<file path="src/rtl/iomem_arbiter_pkg.sv">
// iomem_arbiter_pkg: shared state encoding, master indices and grant helper for the iomem arbiter
package iomem_arbiter_pkg;
    typedef enum logic {ST_IDLE = 1'b0, ST_BUSY = 1'b1} state_t;
    localparam logic M0 = 1'b0;
    localparam logic M1 = 1'b1;
    localparam logic [31:0] DEF_TIMEOUT_RDATA = 32'hDEAD_BEEF;
    // Tie goes to the master that was not granted last; otherwise the sole requester.
    function automatic logic pick(input logic v0, input logic v1, input logic last);
        return (v0 && v1) ? ~last : ~v0;
    endfunction
endpackage

</file>
<file path="src/rtl/iomem_arbiter_watchdog.sv">
// iomem_arbiter_watchdog: per-transfer stall counter, done when TIMEOUT cycles have elapsed
//   clk/reset : clock, synchronous active-high reset
//   clr       : zero the counter (held while no transfer is granted)
//   en        : count this cycle (granted and no completion)
//   done      : counter has reached TIMEOUT-1; never asserted when TIMEOUT is 0
module iomem_arbiter_watchdog #(
    parameter int TIMEOUT = 255,
    parameter int CNT_W   = 8
) (
    input  logic clk,
    input  logic reset,
    input  logic clr,
    input  logic en,
    output logic done
);
    localparam logic [CNT_W-1:0] LAST = CNT_W'(TIMEOUT == 0 ? 0 : TIMEOUT - 1);
    logic [CNT_W-1:0] cnt;
    always_ff @(posedge clk)
        if (reset || clr) cnt <= '0;
        else if (en && TIMEOUT != 0 && cnt != '1) cnt <= cnt + 1'b1;
    always_comb done = (TIMEOUT != 0) && (cnt == LAST);
endmodule

</file>
<file path="src/rtl/iomem_arbiter.sv">
// iomem_arbiter: round-robin sharing of the iomem bus between two masters with a stall watchdog
//   m0_*/m1_*      : master request (valid/addr/wdata/wstrb) and completion (ready/rdata)
//   s_*            : granted request toward the peripheral decoder, s_ready/s_rdata back
//   timeout_*      : sticky record of the first watchdog completion, cleared by timeout_clr
module iomem_arbiter import iomem_arbiter_pkg::*; #(
    parameter int          TIMEOUT       = 255,
    parameter logic [31:0] TIMEOUT_RDATA = DEF_TIMEOUT_RDATA,
    parameter int          CNT_W         = 8
) (
    input  logic        clk,
    input  logic        reset,
    input  logic        m0_valid,
    input  logic [31:0] m0_addr,
    input  logic [31:0] m0_wdata,
    input  logic [3:0]  m0_wstrb,
    output logic        m0_ready,
    output logic [31:0] m0_rdata,
    input  logic        m1_valid,
    input  logic [31:0] m1_addr,
    input  logic [31:0] m1_wdata,
    input  logic [3:0]  m1_wstrb,
    output logic        m1_ready,
    output logic [31:0] m1_rdata,
    output logic        s_valid,
    output logic [31:0] s_addr,
    output logic [31:0] s_wdata,
    output logic [3:0]  s_wstrb,
    input  logic        s_ready,
    input  logic [31:0] s_rdata,
    output logic        timeout_flag,
    output logic        timeout_master,
    output logic [31:0] timeout_addr,
    input  logic        timeout_clr
);
    state_t      state, state_n;
    logic        owner, owner_n, last_grant, last_n;
    logic        busy, own_valid, done, to_hit, fin, wd_done;
    logic [31:0] rdata;

    iomem_arbiter_watchdog #(.TIMEOUT(TIMEOUT), .CNT_W(CNT_W)) u_wd (
        .clk(clk), .reset(reset), .clr(!busy), .en(s_valid && !s_ready), .done(wd_done)
    );

    always_comb begin
        busy      = state == ST_BUSY;
        own_valid = owner ? m1_valid : m0_valid;
        s_valid   = busy && own_valid;
        s_addr    = !busy ? '0 : owner ? m1_addr  : m0_addr;
        s_wdata   = !busy ? '0 : owner ? m1_wdata : m0_wdata;
        s_wstrb   = !busy ? '0 : owner ? m1_wstrb : m0_wstrb;
        done      = s_valid && s_ready;
        // A peripheral completion in the watchdog's final cycle takes precedence.
        to_hit    = s_valid && !s_ready && wd_done;
        fin       = done || to_hit;
        rdata     = done ? s_rdata : to_hit ? TIMEOUT_RDATA : '0;
        m0_ready  = fin && owner == M0;
        m1_ready  = fin && owner == M1;
        m0_rdata  = m0_ready ? rdata : '0;
        m1_rdata  = m1_ready ? rdata : '0;
    end

    always_comb begin
        state_n = state;
        owner_n = owner;
        last_n  = last_grant;
        if (!busy && (m0_valid || m1_valid)) begin
            state_n = ST_BUSY;
            owner_n = pick(m0_valid, m1_valid, last_grant);
        end else if (busy && (fin || !own_valid)) begin
            // Owner withdrawing its request aborts without affecting fairness.
            state_n = ST_IDLE;
            last_n  = fin ? owner : last_grant;
        end
    end

    always_ff @(posedge clk)
        if (reset) begin
            state      <= ST_IDLE;
            owner      <= M0;
            last_grant <= M1;
        end else begin
            state      <= state_n;
            owner      <= owner_n;
            last_grant <= last_n;
        end

    // Only the first fault is kept; a fault coinciding with a clear is recorded.
    always_ff @(posedge clk)
        if (reset) begin
            timeout_flag   <= 1'b0;
            timeout_master <= 1'b0;
            timeout_addr   <= '0;
        end else if (to_hit && (!timeout_flag || timeout_clr)) begin
            timeout_flag   <= 1'b1;
            timeout_master <= owner;
            timeout_addr   <= s_addr;
        end else if (timeout_clr) begin
            timeout_flag   <= 1'b0;
            timeout_master <= 1'b0;
            timeout_addr   <= '0;
        end
endmodule
</file>
<file path="config.mk">
export PLATFORM = sky130hd
export DESIGN_NAME = iomem_arbiter
export DESIGN_NICKNAME = d
export VERILOG_FILES = /design/src/rtl/iomem_arbiter_pkg.sv /design/src/rtl/iomem_arbiter_watchdog.sv /design/src/rtl/iomem_arbiter.sv
export SDC_FILE = /design/constraint.sdc
export NUM_CORES = 1
export LEC_CHECK = 0
export BUFFER_PORTS_ARGS = -buffer_cell sky130_fd_sc_hd__buf_2
export CAP_MARGIN = 15
export CORE_AREA = 2 2 133 135
export DETAILED_ROUTE_END_ITERATION = 10
export DIE_AREA = 0 0 135 137
export MAX_ROUTING_LAYER = met4
export PLACE_DENSITY = 0.59
export SLEW_MARGIN = 20
export SYNTH_ARGS = -nofsm -noshare
export SYNTH_HDL_FRONTEND = slang
export SYNTH_HIERARCHICAL = 1
export SYNTH_SLANG_ARGS = --single-unit
</file>
<file path="constraint.sdc">
create_clock -name clk -period 2.7 [get_ports clk]
set_input_delay 0.135 -clock clk [delete_from_list [all_inputs] [get_ports clk]]
set_output_delay 0.135 -clock clk [all_outputs]
set_load 0.005 [all_outputs]
</file>
---- After elaboration in Yosys (flattened, before gate mapping) ----
Cells that the tools add are included.
storage, ports and cells
  output and inout bits ................... 169
  bits in registers ....................... 45
  input port bits ......................... 174
cells by class
  eq/ne operators ......................... 2
  reductions and logical operators ........ 23
  bitwise logic cells ..................... 4
  add/subtract/negate cells ............... 1
  mux-type cells .......................... 19
operators with widths
  operator                                                        number
  32-bit two-way mux                                              10
  1-bit logical AND                                               11
  8-bit by 1-bit adder with 8-bit output (second input constant)  1
  8-bit == test (second input constant)                           1
  4-bit two-way mux                                               2
  8-bit inequality test (second input constant)                   1
  1-bit two-way mux                                               7
  1-bit logical OR                                                5
  1-bit logical NOT                                               4
  1-bit NOT                                                       4
  2-bit nonzero test                                              2
  3-bit AND reduction                                             1

---- Longest topological paths before layout ----
  depth after elaboration ................. 9
  gate-level depth with buffers ........... 9

---- Modules after synthesis ----
Netlist, hierarchy kept.
by module, submodules not included
  module                  cells an instance  seq. area each (µm²)  area each (µm²)  times used
  iomem_arbiter           332                740.7                 2,841.5          1
  iomem_arbiter_watchdog  50                 160.2                 449.2            1

---- Worst setup path before layout ----
OpenSTA, ideal clock, no wires.
  path type ............................... reg-to-reg
  start point ............................. register state (netlist: busy)
  end point ............................... register u_wd.cnt[5]
  slack ................................... 841 ps
  data required time ...................... 2,628 ps
  period minus slack after synthesis ...... 1,859 ps
  library setup time ...................... 72 ps
  cell stages (with the launch flop) ...... 7
  arrival ................................. 1,788 ps
  cells stage by stage .................... dfxtp_1 -> inv_1 -> clkbuf_1 -> nor3_1 -> nand3_2 -> a2111oi_4 -> mux2i_1
between the ends
  word-level cells in the longest chain between the ends .. 3
  elaborated cells between the ends (all ways) .. 5
  those cells by class .................... reduce/logical: 5
ends and longest elaborated chain
  what                    line                          source
  from (decl)             iomem_arbiter.sv:35           state_t state, state_n;
  from (signal assigned)  iomem_arbiter.sv:82           state <= state_n;
  1-bit logical AND       iomem_arbiter.sv:47           s_valid = busy && own_valid;
  1-bit logical AND       iomem_arbiter.sv:41           .clk(clk), .reset(reset), .clr(!busy), .en(s_valid && !s_ready), .done(wd_done)
  1-bit logical AND       iomem_arbiter_watchdog.sv:20  else if (en && TIMEOUT != 0 && cnt != '1) cnt <= cnt + 1'b1;
  to (signal assigned)    iomem_arbiter_watchdog.sv:20
  to (decl)               iomem_arbiter_watchdog.sv:17  logic [CNT_W-1:0] cnt;
Parallel ways exist; a longest one is shown, timed or not.
A chain may end at the register's enable or synchronous reset.

---- Final worst setup path ----
  start point ............................. register u_wd.cnt[1]
  end point ............................... register timeout_addr[3]
between the ends
  word-level cells in the longest chain between the ends .. 4
  elaborated cells between the ends (all ways) .. 5
  those cells by class .................... eq/ne: 1; mux: 1; reduce/logical: 3
ends and longest elaborated chain
  what                                                             line                          source
  8-bit == test (*)                                                iomem_arbiter_watchdog.sv:21  always_comb done = (TIMEOUT != 0) && (cnt == LAST);
  via wd_done                                                      iomem_arbiter.sv:37           logic busy, own_valid, done, to_hit, fin, wd_done;
  1-bit logical AND (*)                                            iomem_arbiter.sv:53           to_hit = s_valid && !s_ready && wd_done;
  1-bit logical AND (*)                                            iomem_arbiter.sv:93           end else if (to_hit && (!timeout_flag || timeout_clr)) begin
  32-bit two-way mux / 2-bit nonzero test (equally long branches)  --
  to (signal assigned)                                             iomem_arbiter.sv:96           timeout_addr <= s_addr;
  to (decl)                                                        iomem_arbiter.sv:32           output logic [31:0] timeout_addr,
The timed path passes the listed nets; every way through them passes the cells marked *.

==> impl_summary.txt <==
----------------------------------------------------
[Worst setup path]
  Worst reg-to-reg setup slack ... 0.41 ns
  CP required ... around 2.9 ns
  Maximum fanout along the worst path ... 13
  Worst setup path startpoint ... u_wd/cnt[1]
  Max stage delay on crit path ... around 0.66 ns
  Largest delay contributor family on the critical path ... simple AND/OR/NAND/NOR gates
  Class of the most critical setup path ... flop to flop
  Critical path endpoint category ... flop
  Critical-path cell list ... ha_1 -> nand3_1 -> nor2_1 -> nand3b_1 -> nand4b_1 -> buf_4 -> o2bb2ai_1
  Library cell contributing the largest single delay on the critical path ... sky130_fd_sc_hd__nand4b_1
  Launch point of the worst reg-to-reg path ... u_wd/cnt[1]
  Startpoint type of the worst setup path ... flop
  Worst path arrival time ... 2.51 ns
  Combined buffer and inverter count along the critical path ... 1

[Power and ir drop]
  Clk pwr share ... 0.375
  Leakage power ... ~2.8 nW
  Cell internal power dissipation ... 0.00135 W
  Tot Pwr ... 0.00186 W
  Net switching power ... 0.000511 W
  Combinational cell fraction of total power ... 0.261
  Peak ir drop on the vdd network ... 203 µV
  Sequential share of power ... 0.365
  Sw frac ... 0.275
  Ratio of total power to cell area ... 344 mW/mm²

[Timing]
  Slew @ Worst Pin ... 0.701 ns
  Final setup violation count ... 0
  Setup tns final ... 0 ns
  Post-route worst setup slack ... 0.406 ns
  Final-report max-slew violation count ... 0
  Final min period ... 2.29 ns
  Setup repair after global routing missed its margin ... false
  Skew final ... roughly 0.0093 ns
  Worst slew margin ... 0.532
  Share of the cycle needed by the critical path after routing ... 0.850
  Fmax ... 436 MHz
  Hold Violations, Final ... 0

[Global route]
  Initial antenna violation count ... 0
  Total routing resource utilization after global routing ... 0.131
  Met2 Resource Use GR ... 0.224
  Total congestion overflow after global routing ... 0
  Met3 usage in global routing ... 0.0193
  Maximum number of pins on one net before global-route repair ... slightly below 50
  Global-route wire length before repair ... 18.5 mm
  GRT met1 Usage ... 0.163
  Number of global-route vias before repair ... 3499
  Top Usage Layer GRT ... met2

[Clock network]
  Clock edge transition at the registers on the reported setup and hold paths ... 0.07 ns
  Clock tree from TritonCTS ... built
  Total CTS buffers ... 5
  Htree depth ... 2
  Sink Count ... between 40 and 50
  Hold buffer count at CTS ... 0
  Clock latency on the worst-skew pair ... 0.29 ns
  Root buffer selected by CTS ... sky130_fd_sc_hd__clkbuf_16
  Clock tree buffer depth ... 2

[Detailed routing]
  Antenna-violating nets left ... 0
  Average vias per placed instance ... 4.27
  Remaining design rule violation count ... 0
  First drt pass iteration count ... 4
  Wire length per cell after detailed routing ... between 10 and 15 µm
  Total wire length after detailed routing ... 13.3 mm
  Detailed router's first-iteration violation count ... 126
  Total vias in the final route ... about 4000

[Placement]
  Placer's final routability congestion estimate ... 0.773
  HPWL after detailed placement ... 10.9 mm
  Worst-case setup slack after placement ... 0.365 ns
  Placed cell count ... 931
  Number of buffer cells added on primary ports ... between 300 and 400

[Logic synthesis]
  Post-Synthesis Cell Area ... between 0.003 and 0.004 mm²
  Share of synthesized cell area in full adder, half adder and majority cells ... 0.00760
  Fraction of the mapped netlist area in simple logic gates ... 0.179
  Fraction of synthesis flops using an asynchronous set or reset pin ... 0
  Share of the yosys chip area belonging to registers ... 0.274
  Top_reg_cell synth ... sky130_fd_sc_hd__dfxtp_1
  Post-Synth XOR/XNOR Area ... 0
  Nets in the synthesized netlist ... 558
  Synthesized instance count ... 382
  Number of storage elements in the synthesis netlist ... 45
  Multiplexer share of the synthesized area ... 0.224
  Count of distinct cell types in the synthesized netlist ... 43
  Yosys warning count ... 6
  Compound-cell area share of the yosys netlist ... 0.254
  Synth Area per Inst ... 8.61 µm²
  Dominant combinational cell family by area after synthesis ... compound AO/OA/AOI/OAI gates
  Number of enable-type register cells in the synthesized netlist ... 0

[Final layout]
  Commonest non-fill, non-tap cells in the layout ... sky130_fd_sc_hd__buf_2 (342), sky130_fd_sc_hd__nor2_1 (74), sky130_fd_sc_hd__mux2i_1 (72)
  Layout cells sized above 1 ... 0.532
  Net count of the finished layout ... 889
  Leading cell type in the layout, fill and taps excluded ... sky130_fd_sc_hd__buf_2
  Number of antenna cells inserted ... 0
  Post-Layout Cell Count ... 939
  Fraction of the core area covered by cells at the end of the flow ... 0.316
  Area growth from synthesis to layout ... 64.0%

[Die]
  Starting density of the core ... 0.193
  Die width ... 135 µm
  Area of the placeable core ... 0.0171 mm²
  Height of the die ... 137 µm
  Std-Cell Rows ... between 40 and 50
  Die Outline Area ... approximately 0.018 mm²
  Number of top-level design ports ... between 300 and 400

[Hold path]
  Hold Crit Start ... m0_addr[12]
  Type of the tightest min-delay check ... input pin to flop

[Run status]
  Outcome ... finished clean

[Flow run]
  Max-cap violations ... 0

----------------------------------------------------
final cells by class:
type | count | area (µm²)
Multi-Input combinational cell | 297 | 2200
Tap cell | 225 | 282
Clock buffer | 6 | 129
Fill cell | 1812 | 11700
Inverter | 9 | 33.8
Timing Repair Buffer | 355 | 1810
Clock inverter | 2 | 38.8
Sequential cell | 45 | 905
logic make-up after synthesis:
kind of cell	Yosys count
and+or+nand+nor	121
AOI/OAI and AO/OA	101
muxes	73
DFF	45
buffers and inverters	40
adders and majority gates	2
stage by stage:
stage | instance area (µm²) | hold WS (ns)
global placement | 5220 | 0.427
finish | 5400 | 0.136
detailed placement | 5220 | 0.433
global route | 5400 | 0.150
floorplan | 3290 | 0.204
CTS | 5390 | 0.130
power groups by stage:
stage	clock network [W]	logic [W]	registers, W
2_1_floorplan	0	0.000235	0.000684
3_3_place_gp	0	0.000485	0.000693
3_5_place_dp	0	0.000485	0.000693
4_1_cts	0.000730	0.000488	0.000678
5_1_grt	0.000750	0.000532	0.000678
6_report	0.000696	0.000484	0.000677
sequential cells by signal, summed over array words and instances, names as in the netlist:
register        flops
timeout_addr       32
timeout_flag        1
busy                1
last_grant          1
u_wd/cnt            8
owner               1
timeout_master      1
layer usage:
layer / wire length (µm) / vias to the layer above
met4: 112 / 0
li1: - / 2036
met5: 0 / -
met1: 5560 / 1747
met3: 1070 / 5
met2: 6580 / 223
synthesized netlist by cell type (2+ instances only):
master	n	area share
sky130_fd_sc_hd__mux2i_1	72	0.22
sky130_fd_sc_hd__buf_6	3	0.010
sky130_fd_sc_hd__nor2_1	75	0.086
sky130_fd_sc_hd__or3_1	2	0.0038
sky130_fd_sc_hd__o21a_1	48	0.11
sky130_fd_sc_hd__buf_4	3	0.0068
sky130_fd_sc_hd__inv_1	9	0.010
sky130_fd_sc_hd__nand2_1	6	0.0068
sky130_fd_sc_hd__dfxtp_1	45	0.27
sky130_fd_sc_hd__and2_1	17	0.032
sky130_fd_sc_hd__ha_1	2	0.0076
sky130_fd_sc_hd__a211oi_1	3	0.0068
sky130_fd_sc_hd__o2bb2ai_2	4	0.018
sky130_fd_sc_hd__o2bb2ai_1	28	0.075
sky130_fd_sc_hd__clkbuf_1	8	0.0091
sky130_fd_sc_hd__o21ai_0	5	0.0076
sky130_fd_sc_hd__nor3_1	3	0.0046
sky130_fd_sc_hd__a21oi_1	4	0.0061
sky130_fd_sc_hd__a31oi_1	2	0.0038
sky130_fd_sc_hd__buf_2	16	0.024
sky130_fd_sc_hd__nand3_1	5	0.0076
final timing paths:
path                            depth (start not counted)               end
worst max-delay path                                    7   timeout_addr[3]
worst min register to register                          1  timeout_addr[11]
worst min-delay path                                    3  timeout_addr[12]
worst max register to register                          7   timeout_addr[3]
worst min-delay path: stages:
cell and delay [ns]:
sky130_fd_sc_hd__buf_2 0.07, sky130_fd_sc_hd__mux2i_1 0.07, sky130_fd_sc_hd__o2bb2ai_1 0.11
what timing repair did:
action / in CTS / in global routing
endpoints found under the hold margin: 0 / 0
gates resized for setup: 0 / 1
buffers inserted: 0 / 0
setup endpoints to repair: 0 / 3
No activity file was read; power rests on OpenSTA's default activity.
